**src/rtl/gain_pkg.sv**
```systemverilog
// gain_pkg: shared Q-format constants, ramp-state encoding and the
// fixed-point round/saturate helpers used by the gain ramp datapath.
// Helpers work on a 64-bit signed intermediate so one definition serves
// every DWIDTH/GWIDTH combination whose full product fits in 63 bits.
package gain_pkg;

    // Default Q4.12 gain format
    localparam int GAIN_FBITS_DEF  = 12;
    localparam int GAIN_GWIDTH_DEF = 16;
    localparam int GAIN_IBITS_DEF  = GAIN_GWIDTH_DEF - GAIN_FBITS_DEF;
    localparam int GAIN_UNITY      = 1 << GAIN_FBITS_DEF;

    typedef enum logic [1:0] {
        RAMP_IDLE = 2'd0,   // cur == target
        RAMP_UP   = 2'd1,   // cur <  target
        RAMP_DOWN = 2'd2    // cur >  target
    } ramp_state_e;

    // Round half up, then drop the fractional bits (arithmetic shift = floor)
    function automatic logic signed [63:0] round_fx(input logic signed [63:0] p,
                                                    input int fbits);
        logic signed [63:0] half;
        half = 64'sd1 <<< (fbits - 1);
        return (p + half) >>> fbits;
    endfunction

    function automatic logic clip_fx(input logic signed [63:0] v, input int dw);
        logic signed [63:0] hi, lo;
        hi = (64'sd1 <<< (dw - 1)) - 64'sd1;
        lo = -(64'sd1 <<< (dw - 1));
        return (v > hi) || (v < lo);
    endfunction

    function automatic logic signed [63:0] sat_fx(input logic signed [63:0] v,
                                                  input int dw);
        logic signed [63:0] hi, lo;
        hi = (64'sd1 <<< (dw - 1)) - 64'sd1;
        lo = -(64'sd1 <<< (dw - 1));
        if (v > hi) return hi;
        if (v < lo) return lo;
        return v;
    endfunction

endpackage

```
**src/rtl/gain_ramp_ctrl.sv**
```systemverilog
// gain_ramp_ctrl: per-channel bank of current gain, target gain and step,
// with the ramp that walks current toward target by one step per processed
// sample.
//   rd_ch_i    channel of the sample being accepted; gain_o is its current gain
//   upd_i      a non-bypass sample was accepted on rd_ch_i this cycle
//   cfg_*_i    target/step load; step 0 also snaps the current gain
module gain_ramp_ctrl
    import gain_pkg::*;
#(
    parameter  int GWIDTH = GAIN_GWIDTH_DEF,
    parameter  int FBITS  = GAIN_FBITS_DEF,
    parameter  int NCH    = 4,
    parameter  int STEP_W = 12,
    localparam int CW     = (NCH > 1) ? $clog2(NCH) : 1
) (
    input  logic                     clk,
    input  logic                     rst,
    input  logic [CW-1:0]            rd_ch_i,
    input  logic                     upd_i,
    input  logic                     cfg_we_i,
    input  logic [CW-1:0]            cfg_ch_i,
    input  logic [GWIDTH-1:0]        cfg_gain_i,
    input  logic [STEP_W-1:0]        cfg_step_i,
    output logic signed [GWIDTH-1:0] gain_o
);

    // Wide enough to hold cur +/- step and target - cur without overflow
    localparam int RW = ((GWIDTH > STEP_W) ? GWIDTH : STEP_W) + 2;
    localparam logic [GWIDTH-1:0] UNITY = {{(GWIDTH-1){1'b0}}, 1'b1} << FBITS;

    logic signed [GWIDTH-1:0] cur_q [NCH];
    logic signed [GWIDTH-1:0] cur_d [NCH];
    logic signed [GWIDTH-1:0] tgt_q [NCH];
    logic signed [GWIDTH-1:0] tgt_d [NCH];
    logic [STEP_W-1:0]        stp_q [NCH];
    logic [STEP_W-1:0]        stp_d [NCH];

    function automatic ramp_state_e ramp_state(input logic signed [GWIDTH-1:0] cur,
                                               input logic signed [GWIDTH-1:0] tgt);
        if (cur == tgt) return RAMP_IDLE;
        if (cur < tgt)  return RAMP_UP;
        return RAMP_DOWN;
    endfunction

    // One ramp step, clamped at target so it never overshoots
    function automatic logic signed [GWIDTH-1:0] ramp_next(
        input logic signed [GWIDTH-1:0] cur,
        input logic signed [GWIDTH-1:0] tgt,
        input logic [STEP_W-1:0]        stp);
        logic signed [RW-1:0] c, t, s;
        c = {{(RW-GWIDTH){cur[GWIDTH-1]}}, cur};
        t = {{(RW-GWIDTH){tgt[GWIDTH-1]}}, tgt};
        s = {{(RW-STEP_W){1'b0}}, stp};
        ramp_next = cur;
        case (ramp_state(cur, tgt))
            RAMP_UP:   ramp_next = (t - c <= s) ? tgt : GWIDTH'(c + s);
            RAMP_DOWN: ramp_next = (c - t <= s) ? tgt : GWIDTH'(c - s);
            default:   ramp_next = cur;
        endcase
    endfunction

    // A config write on the same channel as an accepted sample takes priority
    // over that sample's ramp step; the sample itself already read the old gain.
    always_comb begin
        for (int c = 0; c < NCH; c++) begin
            cur_d[c] = cur_q[c];
            tgt_d[c] = tgt_q[c];
            stp_d[c] = stp_q[c];
            if (cfg_we_i && cfg_ch_i == CW'(c)) begin
                tgt_d[c] = cfg_gain_i;
                stp_d[c] = cfg_step_i;
                if (cfg_step_i == '0) cur_d[c] = cfg_gain_i;
            end else if (upd_i && rd_ch_i == CW'(c)) begin
                cur_d[c] = ramp_next(cur_q[c], tgt_q[c], stp_q[c]);
            end
        end
    end

    always_ff @(posedge clk) begin
        for (int c = 0; c < NCH; c++) begin
            if (rst) begin
                cur_q[c] <= UNITY;
                tgt_q[c] <= UNITY;
                stp_q[c] <= '0;
            end else begin
                cur_q[c] <= cur_d[c];
                tgt_q[c] <= tgt_d[c];
                stp_q[c] <= stp_d[c];
            end
        end
    end

    // Channel indices beyond NCH (non power-of-two NCH) read as unity
    always_comb begin
        gain_o = UNITY;
        for (int c = 0; c < NCH; c++)
            if (rd_ch_i == CW'(c)) gain_o = cur_q[c];
    end

endmodule

```
**src/rtl/gain_ramp_core.sv**
```systemverilog
// gain_ramp_core: TDM per-channel gain stage with ramped gain changes.
// Two-stage pipeline: stage 1 registers the full x*g product, stage 2
// rounds half-up, saturates and presents the result. The whole pipe stalls
// when the output is held, so ordering is trivially preserved.
//   s_*      input stream (s_en=0 passes s_data through unchanged)
//   m_*      output stream
//   cfg_*    per-channel target gain / ramp step load
//   sat_flag sticky per-channel clip indicator, cleared by sat_clr
module gain_ramp_core
    import gain_pkg::*;
#(
    parameter  int DWIDTH = 16,
    parameter  int GWIDTH = GAIN_GWIDTH_DEF,
    parameter  int FBITS  = GAIN_FBITS_DEF,
    parameter  int NCH    = 4,
    parameter  int STEP_W = 12,
    localparam int CW     = (NCH > 1) ? $clog2(NCH) : 1
) (
    input  logic              clk,
    input  logic              rst,
    input  logic              s_valid,
    output logic              s_ready,
    input  logic [DWIDTH-1:0] s_data,
    input  logic [CW-1:0]     s_ch,
    input  logic              s_en,
    output logic              m_valid,
    input  logic              m_ready,
    output logic [DWIDTH-1:0] m_data,
    output logic [CW-1:0]     m_ch,
    input  logic              cfg_we,
    input  logic [CW-1:0]     cfg_ch,
    input  logic [GWIDTH-1:0] cfg_gain,
    input  logic [STEP_W-1:0] cfg_step,
    output logic [NCH-1:0]    sat_flag,
    input  logic              sat_clr
);

    localparam int PW = DWIDTH + GWIDTH;

    logic signed [GWIDTH-1:0] gain;
    logic signed [PW-1:0]     prod_d, prod_q;
    logic signed [63:0]       rnd;
    logic [DWIDTH-1:0]        y_d;
    logic                     clip;

    logic [1:0]               vld_pipe_q;   // [0] stage 1, [1] output stage
    logic [CW-1:0]            ch1_q, ch2_q;
    logic                     en1_q, clip2_q;
    logic [DWIDTH-1:0]        byp_q, data2_q;
    logic [NCH-1:0]           sat_q, sat_set;

    assign s_ready = !(m_valid && !m_ready);
    assign m_valid = vld_pipe_q[1];
    assign m_data  = data2_q;
    assign m_ch    = ch2_q;
    assign sat_flag = sat_q;

    gain_ramp_ctrl #(
        .GWIDTH (GWIDTH),
        .FBITS  (FBITS),
        .NCH    (NCH),
        .STEP_W (STEP_W)
    ) u_ctrl (
        .clk        (clk),
        .rst        (rst),
        .rd_ch_i    (s_ch),
        .upd_i      (s_valid && s_ready && s_en),
        .cfg_we_i   (cfg_we),
        .cfg_ch_i   (cfg_ch),
        .cfg_gain_i (cfg_gain),
        .cfg_step_i (cfg_step),
        .gain_o     (gain)
    );

    assign prod_d = $signed({{GWIDTH{s_data[DWIDTH-1]}}, s_data})
                  * $signed({{DWIDTH{gain[GWIDTH-1]}}, gain});

    assign rnd  = round_fx({{(64-PW){prod_q[PW-1]}}, prod_q}, FBITS);
    assign clip = en1_q && clip_fx(rnd, DWIDTH);
    assign y_d  = en1_q ? DWIDTH'(sat_fx(rnd, DWIDTH)) : byp_q;

    always_ff @(posedge clk) begin
        if (rst) begin
            vld_pipe_q <= '0;
            prod_q     <= '0;
            ch1_q      <= '0;
            en1_q      <= 1'b0;
            byp_q      <= '0;
            data2_q    <= '0;
            ch2_q      <= '0;
            clip2_q    <= 1'b0;
        end else if (s_ready) begin
            vld_pipe_q <= {vld_pipe_q[0], s_valid};
            if (s_valid) begin
                prod_q <= prod_d;
                ch1_q  <= s_ch;
                en1_q  <= s_en;
                byp_q  <= s_data;
            end
            if (vld_pipe_q[0]) begin
                data2_q <= y_d;
                ch2_q   <= ch1_q;
                clip2_q <= clip;
            end
        end
    end

    // Flag is raised as the clipped sample is handed off; set beats clear
    always_comb begin
        sat_set = '0;
        for (int c = 0; c < NCH; c++)
            sat_set[c] = m_valid && m_ready && clip2_q && (ch2_q == CW'(c));
    end

    always_ff @(posedge clk) begin
        if (rst) sat_q <= '0;
        else     sat_q <= (sat_q & ~{NCH{sat_clr}}) | sat_set;
    end

endmodule

```
**config.mk**
```make
export PLATFORM = sky130hd
export DESIGN_NAME = gain_ramp_core
export DESIGN_NICKNAME = d
export VERILOG_FILES = /design/src/rtl/gain_pkg.sv /design/src/rtl/gain_ramp_ctrl.sv /design/src/rtl/gain_ramp_core.sv
export SDC_FILE = /design/constraint.sdc
export NUM_CORES = 2
export LEC_CHECK = 0
export BUFFER_PORTS_ARGS = -buffer_cell sky130_fd_sc_hd__buf_2
export CORE_MARGIN = 2
export CORE_UTILIZATION = 35
export CTS_CLUSTER_SIZE = 25
export DETAILED_ROUTE_END_ITERATION = 8
export MAX_ROUTING_LAYER = met4
export PLACE_DENSITY = 0.49
export SETUP_SLACK_MARGIN = 0.02
export SLEW_MARGIN = 20
export SYNTH_ARGS = -nofsm -noshare
export SYNTH_HDL_FRONTEND = slang
export SYNTH_SLANG_ARGS = --single-unit
```
**constraint.sdc**
```tcl
create_clock -name clk -period 9.85 [get_ports clk]
set_input_delay 1.97 -clock clk [delete_from_list [all_inputs] [get_ports clk]]
set_output_delay 1.97 -clock clk [all_outputs]
set_load 0.01 [all_outputs]
```
# ---- After elaboration in Yosys (flattened, before gate mapping)
# Memories as Yosys holds them, arrays and structs flattened.
# Index checks and enable logic that the tools add are counted.
dict set report op_classes {
  n_addsub 17
  mul 1
  n_lt_le_gt_ge 14
  n_eq_ne 21
  mux 111
  bitwise_logic 16
  n_reduce_logical 27
}
# operator count
set op_table {}
lappend op_table {{$mux W16} 41}
lappend op_table {{$le A18 B13 Y1} 8}
lappend op_table {{$sub A16 B16 Y17} 8}
lappend op_table {{$pmux W16 S2} 4}
lappend op_table {{$mux W12} 8}
lappend op_table {{$add A16 B13 Y16} 4}
lappend op_table {{$eq A16 B16 Y1} 4}
lappend op_table {{$lt A16 B16 Y1} 4}
lappend op_table {{$sub A16 B13 Y16} 4}
lappend op_table {{$mux W2} 24}
lappend op_table {{$mux W1} 34}
lappend op_table {{$add A32 B13 Y33 const B} 1}
lappend op_table {{$mul A16 B16 Y32} 1}
lappend op_table {{$gt A21 B16 Y1 const B} 1}
lappend op_table {{$lt A21 B16 Y1 const B} 1}
lappend op_table {{$eq A2 B2 Y1 const B} 10}
lappend op_table {{$logic_and A1 B1 Y1} 18}
lappend op_table {{$eq A2 B1 Y1 const B} 7}
lappend op_table {{$logic_not A12 Y1} 1}
lappend op_table {{$or A1 B1 Y1} 12}
lappend op_table {{$logic_not A2 Y1} 3}
lappend op_table {{$and A4 B4 Y4} 1}
lappend op_table {{$not A4 Y4} 1}
lappend op_table {{$or A4 B4 Y4} 1}
lappend op_table {{4 further kinds} 6}
dict set report word_totals {
  reg_bits 76
  ram_bits 176
  out_inout_bits 24
  n_memories 3
}
# name words width read_ports rd_clocked_by_memory_dff wr line
set mem_list {}
lappend mem_list {u_ctrl.cur_q 4 16 4 0 4 gain_ramp_ctrl.sv:31} ;# logic signed [GWIDTH-1:0] cur_q [NCH];
lappend mem_list {u_ctrl.tgt_q 4 16 4 0 4 gain_ramp_ctrl.sv:33} ;# logic signed [GWIDTH-1:0] tgt_q [NCH];
lappend mem_list {u_ctrl.stp_q 4 12 4 0 4 gain_ramp_ctrl.sv:35} ;# logic [STEP_W-1:0] stp_q [NCH];

# ---- Longest topological paths before layout
dict set report logic_depth {
  word_depth 20
  depth_mapped 27
  depth_no_buf 24
}

# ---- Hierarchy
# Synthesis repeated with hierarchy kept, for this count alone.
dict set report unflattened {
  hier_cells 4392
  area_unflattened_um2 34468.1
}
# module n_inst cells_per_inst area_per_inst_um2 seq_area_each_um2
set by_module_without_submodules {}
lappend by_module_without_submodules {gain_ramp_ctrl 1 2959 21924.8 3523.4}
lappend by_module_without_submodules {gain_ramp_core 1 1433 12543.3 1301.2}

# ---- Worst setup path before layout
# OpenSTA, ideal clock, no wires.
dict set report synth_timing {
  kind {input to register}
  from {input port s_ch[0]}
  to {register prod_q[30]}
  setup_time_ns 0.117
  arrival_ns 8.657
  path_slack_ns 1.076
  cell_stages 25
  path_cell_list {buf_1 buf_1 mux4_2 clkbuf_1 nand2_1 inv_1 fa_1 fa_1 fa_1 fa_1 fa_1 inv_1 fa_1 inv_1 ha_1 a21o_1 a21o_1 a21oi_1 o21ai_0 a21o_1 a22o_1 a211oi_1 o31a_1 xnor2_1 a22o_1}
}
dict set report synth_between {
  elab_chain_cells 6
  word_cells_on_any_way 9
}
# element line
set synth_rtl {}
lappend synth_rtl {{from (decl)} gain_ramp_core.sv:24} ;# input logic [CW-1:0] s_ch,
lappend synth_rtl {{$logic_not A2 Y1} gain_ramp_ctrl.sv:97} ;# if (rd_ch_i == CW'(c)) gain_o = cur_q[c];
lappend synth_rtl {{$mux W16 (3 in a row)} gain_ramp_ctrl.sv:97}
lappend synth_rtl {{$mux W16 (*)} gain_ramp_ctrl.sv:97}
lappend synth_rtl {{$mul A16 B16 Y32 (*)} gain_ramp_core.sv:76} ;# * $signed({{DWIDTH{gain[GWIDTH-1]}}, gain});
lappend synth_rtl {{to (signal assigned)} gain_ramp_core.sv:95} ;# prod_q <= prod_d;
lappend synth_rtl {{to (decl)} gain_ramp_core.sv:41} ;# logic signed [PW-1:0] prod_d, prod_q;
# Every way passes the cells marked *; elsewhere a longest branch is shown, timed or not.
# A chain may end at the register's enable or synchronous reset.

# ---- Worst setup path in the final report
dict set report layout_timing {
  from {input port s_ch[1]}
  to {register prod_q[30]}
}
# The elaborated chain is that of the path after synthesis.

==> impl_metrics.tcl <==
set metrics [dict create \
    core_area_um2 96600 \
    totalPowerFinal_mw 6.20 \
    relSlewSlack_pct 34.0 \
    drive_gt1_share_pct 5.68 \
    postCtsSetupBuffers 0 \
    ctsHoldBuffers 0 \
    synthSimpleGateAreaFrac_pct 17.7 \
    ctsHtreeMaxLevel 2 \
    seqPwrFrac_pct 19.4 \
    firstDrtPassIters 5 \
    grt_pass1_vias 29782 \
    max_freq_ghz 0.115 \
    place.gp.congestion 0.920 \
    synth.distinct_cells 95 \
    cts.sinks 241 \
    start_util_pct 35.3 \
    worst_pin_slew_ns 0.990 \
    synth-compound-area-share_pct 21.1 \
    p_comb_share_pct 60.9 \
    synth_top_area_share_pct 16.3 \
    wl_per_cell_um 21.9 \
    syn_nets 5062 \
    hold_class "flop to flop" \
    die-area_um2 99800 \
    p_sw_mw 2.93 \
    grtUsageTotal_pct 24.9 \
    vias_per_cell 5.47 \
    cp.required_ns 10.29 \
    fin_nets 4985 \
    cts_tree "yes" \
    synth_warnings 0 \
    clk_latency_ns 0.57 \
    slew_viol_final 0 \
    vias 30414 \
    peakVddDrop_v 0.000107 \
    critPathMaxFanout 15 \
    swShare_pct 47.3 \
    ctsResizeCount 0 \
    synth_top_family_by_area "adder cells" \
    finalSetupViolations 0 \
    io_pins 79 \
    die_y_um 316 \
    ys.flop_type "dfxtp_1" \
    cts_root_buf "clkbuf_16" \
    arrival_ns 9.12 \
    fin_crit_sh_pct 88.1 \
    synthTopCellsByArea "fa_1, ha_1, dfxtp_1, inv_1, nand2_1" \
    antenna_found_initial 9 \
    synth-xor-area-share_pct 5.12 \
    p_int_mw 3.27 \
    critical_path_class "input pin to flop" \
    ant_nets 0 \
    grt_pass1_wl_um 185000 \
    tns_ns 0 \
    port_buffers 78 \
    drv_cap 0 \
    powerDensity_nw_per_um2 170 \
    rsz0062_at_grt "false" \
    hold_viol 0 \
    worstSetupEndpointType "flop" \
    synth_edf_count 0 \
    ys_seq_area_share_pct 14.2 \
    ys_ff_latch 241 \
    cts_made_buffers 34 \
    synthCells 4330 \
    initialDrtViolationCount 2180 \
    fin_skew_ns 0.0352 \
    clk_pin_slew_worst_paths_ns 0.06 \
    dp.final_hpwl_um 95700 \
    start_kind "input pin" \
    grt-ovfl-total 0 \
    min_period_ns 8.68 \
    drc 0 \
    synth.avg_cell_area_um2 7.86 \
    synth_mux_area_share_pct 2.14 \
    dieWidth_um 316 \
    synth_commonest_cells "inv_1, nand2_1, ha_1" \
    yosys.area.top_type "fa_1" \
    grt_start_max_net_pins 80 \
    post_synth_fa_ha_maj_area_fraction_pct 31.0 \
    routed_wl_um 122000 \
    num_rows 114 \
    cts_buffer_depth 3 \
    p_leak_nw 15.9 \
    areaGrowthSynthToFinish_pct 7.05 \
    outcome "finished, final reports clean" \
    syn_area_um2 34000 \
    ff2ff_setup_slack_ns 2.35 \
    synthArstFlopShare_pct 0 \
    pwr-share-clk_pct 19.7 \
]
==> cells in the final DEF (no fill, tap or decap), types with 136 or more instances in the layout <==
| master | n |
|---|---|
| a21oi_1 | 385 |
| inv_1 | 558 |
| dfxtp_1 | 241 |
| o21ai_0 | 173 |
| fa_1 | 277 |
| xnor2_1 | 148 |
| ha_1 | 400 |
| nor2_1 | 214 |
| and2_1 | 136 |
| nand2_1 | 558 |
==> critical path, stage by stage <==
cell and delay, ns:
buf_2 0.29, mux4_2 0.79, nand2_1 0.21, inv_1 0.10
fa_1 0.78, fa_1 0.51, fa_1 0.50, fa_1 0.50
fa_1 0.49, inv_1 0.05, fa_1 0.48, inv_1 0.04
ha_1 0.34, a21o_1 0.19, a21o_1 0.16, a21oi_1 0.15
o21ai_0 0.14, a21o_1 0.21, a22o_1 0.35, a211oi_1 0.35
o31a_1 0.23, xnor2_1 0.09, a22o_1 0.17
==> layout make-up <==
cell class	count	area (um^2)
Multi-Input combinational cell	3312	26300
Tap cell	1276	1600
Sequential cell	241	4820
Clock buffer	50	971
Antenna cell	4	10.0
Fill cell	10112	60100
Timing Repair Buffer	104	594
Inverter	560	2100
Clock inverter	10	83.8
==> metrics by stage <==
stage | instances | hold WS [ns] | utilization [%] | setup slack [ns] | area, um^2
detailed placement | 5493 | 0.445 | 36.6 | 0.669 | 35400
global route | 5555 | 0.474 | 37.7 | 0.832 | 36400
finish | 5557 | 0.450 | 37.7 | 1.17 | 36400
CTS | 5553 | 0.451 | 37.7 | 1.22 | 36400
floorplan | 4330 | 0.432 | - | 1.08 | 34000
global placement | 5493 | 0.437 | 36.6 | 0.711 | 35400
==> power groups by stage <==
stage | combinational (mW) | clock (mW) | sequential, mW
2_1_floorplan | 2.78 | 0 | 1.14
3_3_place_gp | 3.76 | 0 | 1.22
3_5_place_dp | 3.75 | 0 | 1.22
4_1_cts | 3.78 | 1.24 | 1.20
5_1_grt | 4.21 | 1.28 | 1.21
6_report | 3.77 | 1.22 | 1.20
==> sequential cells by signal, indices dropped and copies added, names as in the netlist, 2 cells and up <==
signal and flops:
u_ctrl.cur_q 64, u_ctrl.tgt_q 64, u_ctrl.stp_q 48, prod_q 21, byp_q 16, m_data 16, sat_flag 4, ch1_q 2
m_ch 2, vld_pipe_q 2
==> kinds of logic after synthesis <==
| family | after synthesis |
|---|---|
| flops | 241 |
| simple gates | 1278 |
| xor+xnor | 199 |
| buf+inv | 777 |
| fa+ha+maj | 678 |
| mux | 51 |
| compound gates | 1106 |
==> routing by layer <==
layer,up-vias,GRT usage (%),routed length [um]
li1,14556,-,-
met1,14896,32.3,53800
met2,803,40.4,57000
met3,159,3.35,6960
met4,0,7.54,3910
met5,-,-,0
==> path summary, 6_finish.rpt <==
| path | startpoint | end | cells past startpoint |
|---|---|---|---|
| max | s_ch[1] | prod_q[30]$_SDFFE_PP0P_ | 23 |
| min | m_data[4]$_SDFFE_PP0P_ | m_data[4]$_SDFFE_PP0P_ | 2 |
| max reg2reg | u_ctrl.cur_q[3][1]$_SDFFE_PP0P_ | prod_q[30]$_SDFFE_PP0P_ | 22 |
| min reg2reg | m_data[4]$_SDFFE_PP0P_ | m_data[4]$_SDFFE_PP0P_ | 2 |
Note: power is estimated with default switching activity, not from simulation.
